**config.mk**
```make
export PLATFORM = sky130hd
export DESIGN_NAME = husky_packet_tx
export DESIGN_NICKNAME = d
export VERILOG_FILES = /design/src/rtl/husky_pkg.sv /design/src/rtl/uart_tx.sv /design/src/rtl/husky_packet_tx.sv
export SDC_FILE = /design/constraint.sdc
export NUM_CORES = 1
export LEC_CHECK = 0
export BUFFER_PORTS_ARGS = -buffer_cell sky130_fd_sc_hd__buf_2
export CORE_MARGIN = 2
export CORE_UTILIZATION = 50
export CTS_BUF_LIST = sky130_fd_sc_hd__clkbuf_8
export DETAILED_ROUTE_END_ITERATION = 10
export PLACE_DENSITY_LB_ADDON = 0.08
export SLEW_MARGIN = 25
export SYNTH_ARGS = -nofsm -noshare
export SYNTH_HDL_FRONTEND = slang
export SYNTH_SLANG_ARGS = --single-unit
```
**constraint.sdc**
```tcl
create_clock -name clk -period 6 [get_ports clk]
set_input_delay 0.6 -clock clk [delete_from_list [all_inputs] [get_ports clk]]
set_output_delay 0.6 -clock clk [all_outputs]
set_load 0.05 [all_outputs]
```
**src/rtl/husky_pkg.sv**
```systemverilog
// Shared constants and types for the HuskyLens command-frame transmitter.
package husky_pkg;

    localparam logic [7:0] HUSKY_HDR0    = 8'h55;
    localparam logic [7:0] HUSKY_HDR1    = 8'hAA;
    localparam logic [7:0] HUSKY_ADDR    = 8'h11;

    localparam logic [7:0] HUSKY_KNOCK   = 8'h2C;
    localparam logic [7:0] HUSKY_REQUEST = 8'h20;
    localparam logic [7:0] HUSKY_ALGO    = 8'h2D;

    // Header, address, length, command and checksum bytes around the payload
    localparam int HUSKY_OVH = 6;

    typedef enum logic [2:0] {
        ST_IDLE = 3'd0,
        ST_LOAD = 3'd1,
        ST_SEND = 3'd2,
        ST_WAIT = 3'd3,
        ST_DONE = 3'd4
    } husky_state_e;

    function automatic logic [7:0] csum_add(input logic [7:0] acc, input logic [7:0] val);
        return acc + val;
    endfunction

endpackage

```
**src/rtl/uart_tx.sv**
```systemverilog
// 8N1 UART transmitter: LSB first, one start and one stop bit, line idles high.
module uart_tx #(
    parameter int CLKS_PER_BIT = 16
) (
    input  logic       clk,
    input  logic       rst,
    input  logic       tx_start,
    input  logic [7:0] tx_data,
    output logic       tx_ready,
    output logic       tx
);

    localparam int CNT_W = (CLKS_PER_BIT > 1) ? $clog2(CLKS_PER_BIT) : 1;
    localparam logic [CNT_W-1:0] CNT_LAST = CNT_W'(CLKS_PER_BIT - 1);

    typedef enum logic [1:0] {
        U_IDLE  = 2'd0,
        U_START = 2'd1,
        U_DATA  = 2'd2,
        U_STOP  = 2'd3
    } uart_state_e;

    uart_state_e      state_q, state_d;
    logic [CNT_W-1:0] cnt_q, cnt_d;
    logic [2:0]       bit_q, bit_d;
    logic [7:0]       shift_q, shift_d;
    logic             tx_q, tx_d;

    assign tx_ready = (state_q == U_IDLE);
    assign tx       = tx_q;

    // Bit sequencer; tx_data is captured at the end of the start bit so the
    // producer may register it in the same cycle it pulses tx_start.
    always_comb begin
        state_d = state_q;
        cnt_d   = cnt_q;
        bit_d   = bit_q;
        shift_d = shift_q;
        tx_d    = tx_q;
        case (state_q)
            U_IDLE: begin
                if (tx_start) begin
                    state_d = U_START;
                    cnt_d   = '0;
                    tx_d    = 1'b0;
                end else begin
                    tx_d    = 1'b1;
                end
            end
            U_START: begin
                if (cnt_q == CNT_LAST) begin
                    state_d = U_DATA;
                    cnt_d   = '0;
                    bit_d   = 3'd0;
                    shift_d = tx_data;
                    tx_d    = tx_data[0];
                end else begin
                    cnt_d   = cnt_q + CNT_W'(1);
                end
            end
            U_DATA: begin
                if (cnt_q == CNT_LAST) begin
                    cnt_d = '0;
                    if (bit_q == 3'd7) begin
                        state_d = U_STOP;
                        tx_d    = 1'b1;
                    end else begin
                        bit_d   = bit_q + 3'd1;
                        shift_d = {1'b0, shift_q[7:1]};
                        tx_d    = shift_q[1];
                    end
                end else begin
                    cnt_d = cnt_q + CNT_W'(1);
                end
            end
            U_STOP: begin
                if (cnt_q == CNT_LAST) begin
                    state_d = U_IDLE;
                    cnt_d   = '0;
                end else begin
                    cnt_d   = cnt_q + CNT_W'(1);
                end
            end
            default: begin
                state_d = U_IDLE;
                tx_d    = 1'b1;
            end
        endcase
    end

    // State registers
    always_ff @(posedge clk) begin
        if (rst) begin
            state_q <= U_IDLE;
            cnt_q   <= '0;
            bit_q   <= 3'd0;
            shift_q <= 8'd0;
            tx_q    <= 1'b1;
        end else begin
            state_q <= state_d;
            cnt_q   <= cnt_d;
            bit_q   <= bit_d;
            shift_q <= shift_d;
            tx_q    <= tx_d;
        end
    end

endmodule

```
**src/rtl/husky_packet_tx.sv**
```systemverilog
// HuskyLens command-frame transmitter: 55 AA ADDR LEN CMD DATA[] CSUM over uart_tx.
module husky_packet_tx
    import husky_pkg::*;
#(
    parameter int         MAX_DATA     = 16,
    parameter logic [7:0] ADDR         = HUSKY_ADDR,
    parameter int         CLKS_PER_BIT = 16
) (
    input  logic                  clk,
    input  logic                  rst,
    input  logic                  req_start,
    input  logic [7:0]            req_cmd,
    input  logic [7:0]            req_len,
    input  logic [8*MAX_DATA-1:0] req_data,
    output logic                  req_busy,
    output logic                  req_done,
    output logic                  req_err,
    output logic                  tx
);

    localparam int IDX_W = $clog2(MAX_DATA + HUSKY_OVH);

    husky_state_e          state_q, state_d;
    logic [IDX_W-1:0]      idx_q, idx_d;
    logic [7:0]            csum_q, csum_d;
    logic [7:0]            len_q, len_d;
    logic [7:0]            cmd_q, cmd_d;
    logic [8*MAX_DATA-1:0] data_q, data_d;
    logic [7:0]            tx_data_q, tx_data_d;
    logic                  err_q, err_d;

    logic [7:0] idx_ext_s;
    logic [7:0] csum_slot_s;
    logic [7:0] data_byte_s;
    logic [7:0] frame_byte_s;
    logic       tx_start_s;
    logic       tx_ready_s;

    assign req_busy = (state_q != ST_IDLE);
    assign req_err  = err_q;

    // Frame byte selected by idx; the last slot carries the running checksum
    always_comb begin
        idx_ext_s   = 8'(idx_q);
        csum_slot_s = len_q + 8'(HUSKY_OVH - 1);
        data_byte_s = 8'd0;
        for (int k = 0; k < MAX_DATA; k++) begin
            data_byte_s |= (idx_ext_s == 8'(k + 5)) ? data_q[8*k +: 8] : 8'd0;
        end
        case (idx_ext_s)
            8'd0:    frame_byte_s = HUSKY_HDR0;
            8'd1:    frame_byte_s = HUSKY_HDR1;
            8'd2:    frame_byte_s = ADDR;
            8'd3:    frame_byte_s = len_q;
            8'd4:    frame_byte_s = cmd_q;
            default: frame_byte_s = (idx_ext_s < csum_slot_s) ? data_byte_s : csum_q;
        endcase
    end

    // Request FSM: accept/reject, then one LOAD/SEND/WAIT pass per frame byte
    always_comb begin
        state_d    = state_q;
        idx_d      = idx_q;
        csum_d     = csum_q;
        len_d      = len_q;
        cmd_d      = cmd_q;
        data_d     = data_q;
        tx_data_d  = tx_data_q;
        err_d      = 1'b0;
        tx_start_s = 1'b0;
        req_done   = 1'b0;
        case (state_q)
            ST_IDLE: begin
                if (req_start) begin
                    if (req_len <= 8'(MAX_DATA)) begin
                        len_d   = req_len;
                        cmd_d   = req_cmd;
                        data_d  = req_data;
                        state_d = ST_LOAD;
                    end else begin
                        err_d   = 1'b1;
                    end
                end else begin
                    state_d = ST_IDLE;
                end
            end
            ST_LOAD: begin
                tx_data_d  = frame_byte_s;
                tx_start_s = 1'b1;
                if (idx_ext_s != csum_slot_s) begin
                    csum_d = csum_add(csum_q, frame_byte_s);
                end else begin
                    csum_d = csum_q;
                end
                state_d = ST_SEND;
            end
            ST_SEND: begin
                state_d = ST_WAIT;
            end
            ST_WAIT: begin
                if (tx_ready_s) begin
                    if (idx_ext_s == csum_slot_s) begin
                        state_d = ST_DONE;
                    end else begin
                        idx_d   = idx_q + IDX_W'(1);
                        state_d = ST_LOAD;
                    end
                end else begin
                    state_d = ST_WAIT;
                end
            end
            ST_DONE: begin
                req_done = 1'b1;
                idx_d    = '0;
                csum_d   = 8'd0;
                state_d  = ST_IDLE;
            end
            default: begin
                state_d = ST_IDLE;
            end
        endcase
    end

    // State and request registers
    always_ff @(posedge clk) begin
        if (rst) begin
            state_q   <= ST_IDLE;
            idx_q     <= '0;
            csum_q    <= 8'd0;
            len_q     <= 8'd0;
            cmd_q     <= 8'd0;
            data_q    <= '0;
            tx_data_q <= 8'd0;
            err_q     <= 1'b0;
        end else begin
            state_q   <= state_d;
            idx_q     <= idx_d;
            csum_q    <= csum_d;
            len_q     <= len_d;
            cmd_q     <= cmd_d;
            data_q    <= data_d;
            tx_data_q <= tx_data_d;
            err_q     <= err_d;
        end
    end

    uart_tx #(
        .CLKS_PER_BIT(CLKS_PER_BIT)
    ) u_uart_tx (
        .clk      (clk),
        .rst      (rst),
        .tx_start (tx_start_s),
        .tx_data  (tx_data_q),
        .tx_ready (tx_ready_s),
        .tx       (tx)
    );

endmodule

```
==> metrics.cfg <==
[placement]
gp_congestion = 0.9602
numPortBuffers = 150
dp_hpwl_um = 17560
place_area_mm2 = 0.009369

[timing]
drv_slew = 0
timing.final.crit_share_pct = 68.16
period_needed_ns = 4.090
hold_violations = 0
tightest_slew_ns = 0.9416
rsz0062_at_grt = no
tns_ns = 0
setup_viol = 0
fin_skew_ns = 0.01336
slew_headroom_pct = 37.23
max_freq_mhz = 244.5

[routing]
drtIter0Drc = 704
drcViolationCount = 0
via_per_inst = 5.586
firstDrtPassIters = 5
ant_nets = 0
num_vias = 7994
drt-total-wl_um = 24150
wl_per_cell_um = 16.87

[setup_path]
r2r_slack_ns = 1.91
start_kind = register
cp-end-kind = register
crit_fanout = 27
critPathKind = reg2reg
cp.arrival_ns = 4.49
critPathRequiredTime_ns = 6.40
r2r_cells = 18

[clock_network]
cts.sinks = 186
h-tree-depth = 4
cts_made_buffers = 17
cts_hold_buf = 0
cts-root-buf = clkbuf_8
cts.path.max_buffers = 2
cts_tree = built
post_cts_buffers = 0
clk_latency_ns = 0.47
cts-resized-gates = 0
path_clk_slew_ns = 0.10

[floorplan]
fp.coreArea_mm2 = 0.01664
initial_core_util_pct = 51.47
fp.dieArea_mm2 = 0.01819
rows = 47
pin_count = 151
die_h_um = 134.9
fp.dieW_um = 134.9

[final_layout]
drive_above_1_share_pct = 17.42
multiInputGateArea_mm2 = 0.004433
seq_area_mm2 = 0.003724
num_antenna_cells = 0
fillers = 1618
final_area_mm2 = 0.009729
nNetsFinal = 1371
syn_to_final_growth_pct = 13.58

[yosys]
syn_area_mm2 = 0.008566
ys.flop_type = dfxtp_1
synth_top_family_by_area = simple AND/OR/NAND/NOR gates
yosysWarnings = 0
synth_nets = 1269
synth_compound_area_share_pct = 22.29
synth_edf_count = 0
muxShareOfSynthArea_pct = 1.344
seq_area_frac_synth_pct = 43.47
async_reset_ff_share_pct = 0
synthAdderAreaFrac_pct = 3.885
synthXorXnorAreaFrac_pct = 0.8180
avgSynthCellArea_um2 = 7.815
ys_ff_latch = 186
syn_inst = 1096
ys_types = 68
synthSimpleGateAreaFrac_pct = 23.28

[power]
pwr_density_cell_mw_per_mm2 = 241.1
vdd_drop_max_mv = 0.1235
leakage_uw = 0.003604

[global_routing]
grt_max_degree = 105
grt_pass1_wl_um = 38250
grt-ovfl-total = 0
antenna_found_initial = 0
grt_pass1_vias = 7279
grt_use_total_pct = 26.91

[run_status]
outcome = finished clean

[run]
maxCapViolCount = 0

[min_path]
whs_path_depth = 3
hold_path.class = in2reg

==> cell families (layout without fill, tap and decap cells) <==
logic type,after synthesis,in the layout
and+or+nand+nor,456,456
AOI/OAI and AO/OA,307,307
DFF,186,186
buffers and inverters,102,217
adders and majority gates,26,26
muxes,11,11
xor gates and xnor gates,8,8
==> synthesized netlist by cell type (7+ instances only) <==
cell type  instances  share of area (%)
a21oi_1          181                 11
a221oi_1          12                1.2
a22o_1            12                1.2
a22oi_1           42                3.7
and3_1            10               0.73
buf_2              7               0.41
clkbuf_1          68                3.0
dfxtp_1          186                 43
ha_1              25                3.7
inv_1             20               0.88
mux2i_1           10                1.2
nand2_1          331                 15
nand3_1           13               0.76
nand4_1            9               0.66
nor2_1            46                2.0
nor3_1             9               0.53
nor4bb_1          10                1.2
o21ai_0           16               0.93
==> worst max-delay path, cell delays in order, from the launching register on <==
cell,delay (ns)
dfxtp_1,0.87
ha_1,0.40
a21oi_1,0.15
a21oi_1,0.16
o22ai_2,0.37
nor2_1,0.08
a31oi_1,0.18
nor2_1,0.08
nor2_1,0.11
ha_1,0.18
inv_1,0.05
fa_1,0.40
nor2b_1,0.12
o21ai_0,0.10
a21boi_0,0.27
o21a_1,0.17
nor3_1,0.04
nand3b_1,0.15
a21oi_1,0.14
==> state kept, by name (all words and copies together) (netlist names) <==
signal,flops
req_err,1
state_q,3
tx_data_q,8
u_uart_tx.shift_q,7
u_uart_tx.state_q,2
data_q,128
len_q,8
idx_q,5
cmd_q,8
csum_q,8
u_uart_tx.bit_q,3
u_uart_tx.cnt_q,4
u_uart_tx.tx,1
==> area by class of cell <==
type	count	share of cell area, %
timing repair buffer	165	8.938
tap	220	2.829
multi-input combinational	808	45.56
inverter	20	0.7716
clock buffer	17	2.405
clock inverter	15	1.222
sequential	186	38.27
==> final timing paths <==
check          startpoint     endpoint
max              idx_q[2]    csum_q[6]
min          req_data[21]   data_q[21]
max reg2reg      idx_q[2]    csum_q[6]
min reg2reg   data_q[116]  data_q[116]
==> report_power, final <==
part	switching [uW]	internal [uW]	total, uW
combinational	176	106	283
clock	475	294	769
sequential	26.6	1270	1290
==> cells in the final DEF (no fill, tap or decap), types with 9 or more instances in the layout <==
cell / n
nand2_1: 331
dfxtp_1: 186
a21oi_1: 181
buf_2: 149
nor2_1: 45
a22oi_1: 42
ha_1: 25
inv_1: 22
clkbuf_8: 17
o21ai_0: 16
buf_4: 15
nand3_1: 13
a221oi_1: 12
a22o_1: 12
and3_1: 10
nor4bb_1: 10
mux2i_1: 10
nor3_1: 9
nand4_1: 9
==> through the flow <==
stage          utilization (%)  power [uW]  std cells  hold WS (ns)  setup slack (ns)
6_report                 58.46        2345       1431        0.3506             1.910
2_1_floorplan                -        1507       1096        0.4315             2.522
5_1_grt                  58.46        2447       1431        0.3355             1.509
3_5_place_dp             56.30        1602       1399        0.4478             2.013
3_3_place_gp             56.30        1598       1399        0.4431             2.155
4_1_cts                  58.42        2352       1431        0.3307             2.000
==> metal layers <==
metal / part of all wire (%) / global-route usage (%) / routed length, um / up-vias
li1: - / - / - / 3991
met2: 42 / 38.86 / 10260 / 282
met4: 2.3 / 9.415 / 544 / 0
met5: 0 / 0 / 0 / -
met3: 6.6 / 3.979 / 1584 / 38
met1: 49 / 40.66 / 11760 / 3683
(Power assumes the default switching activity.)
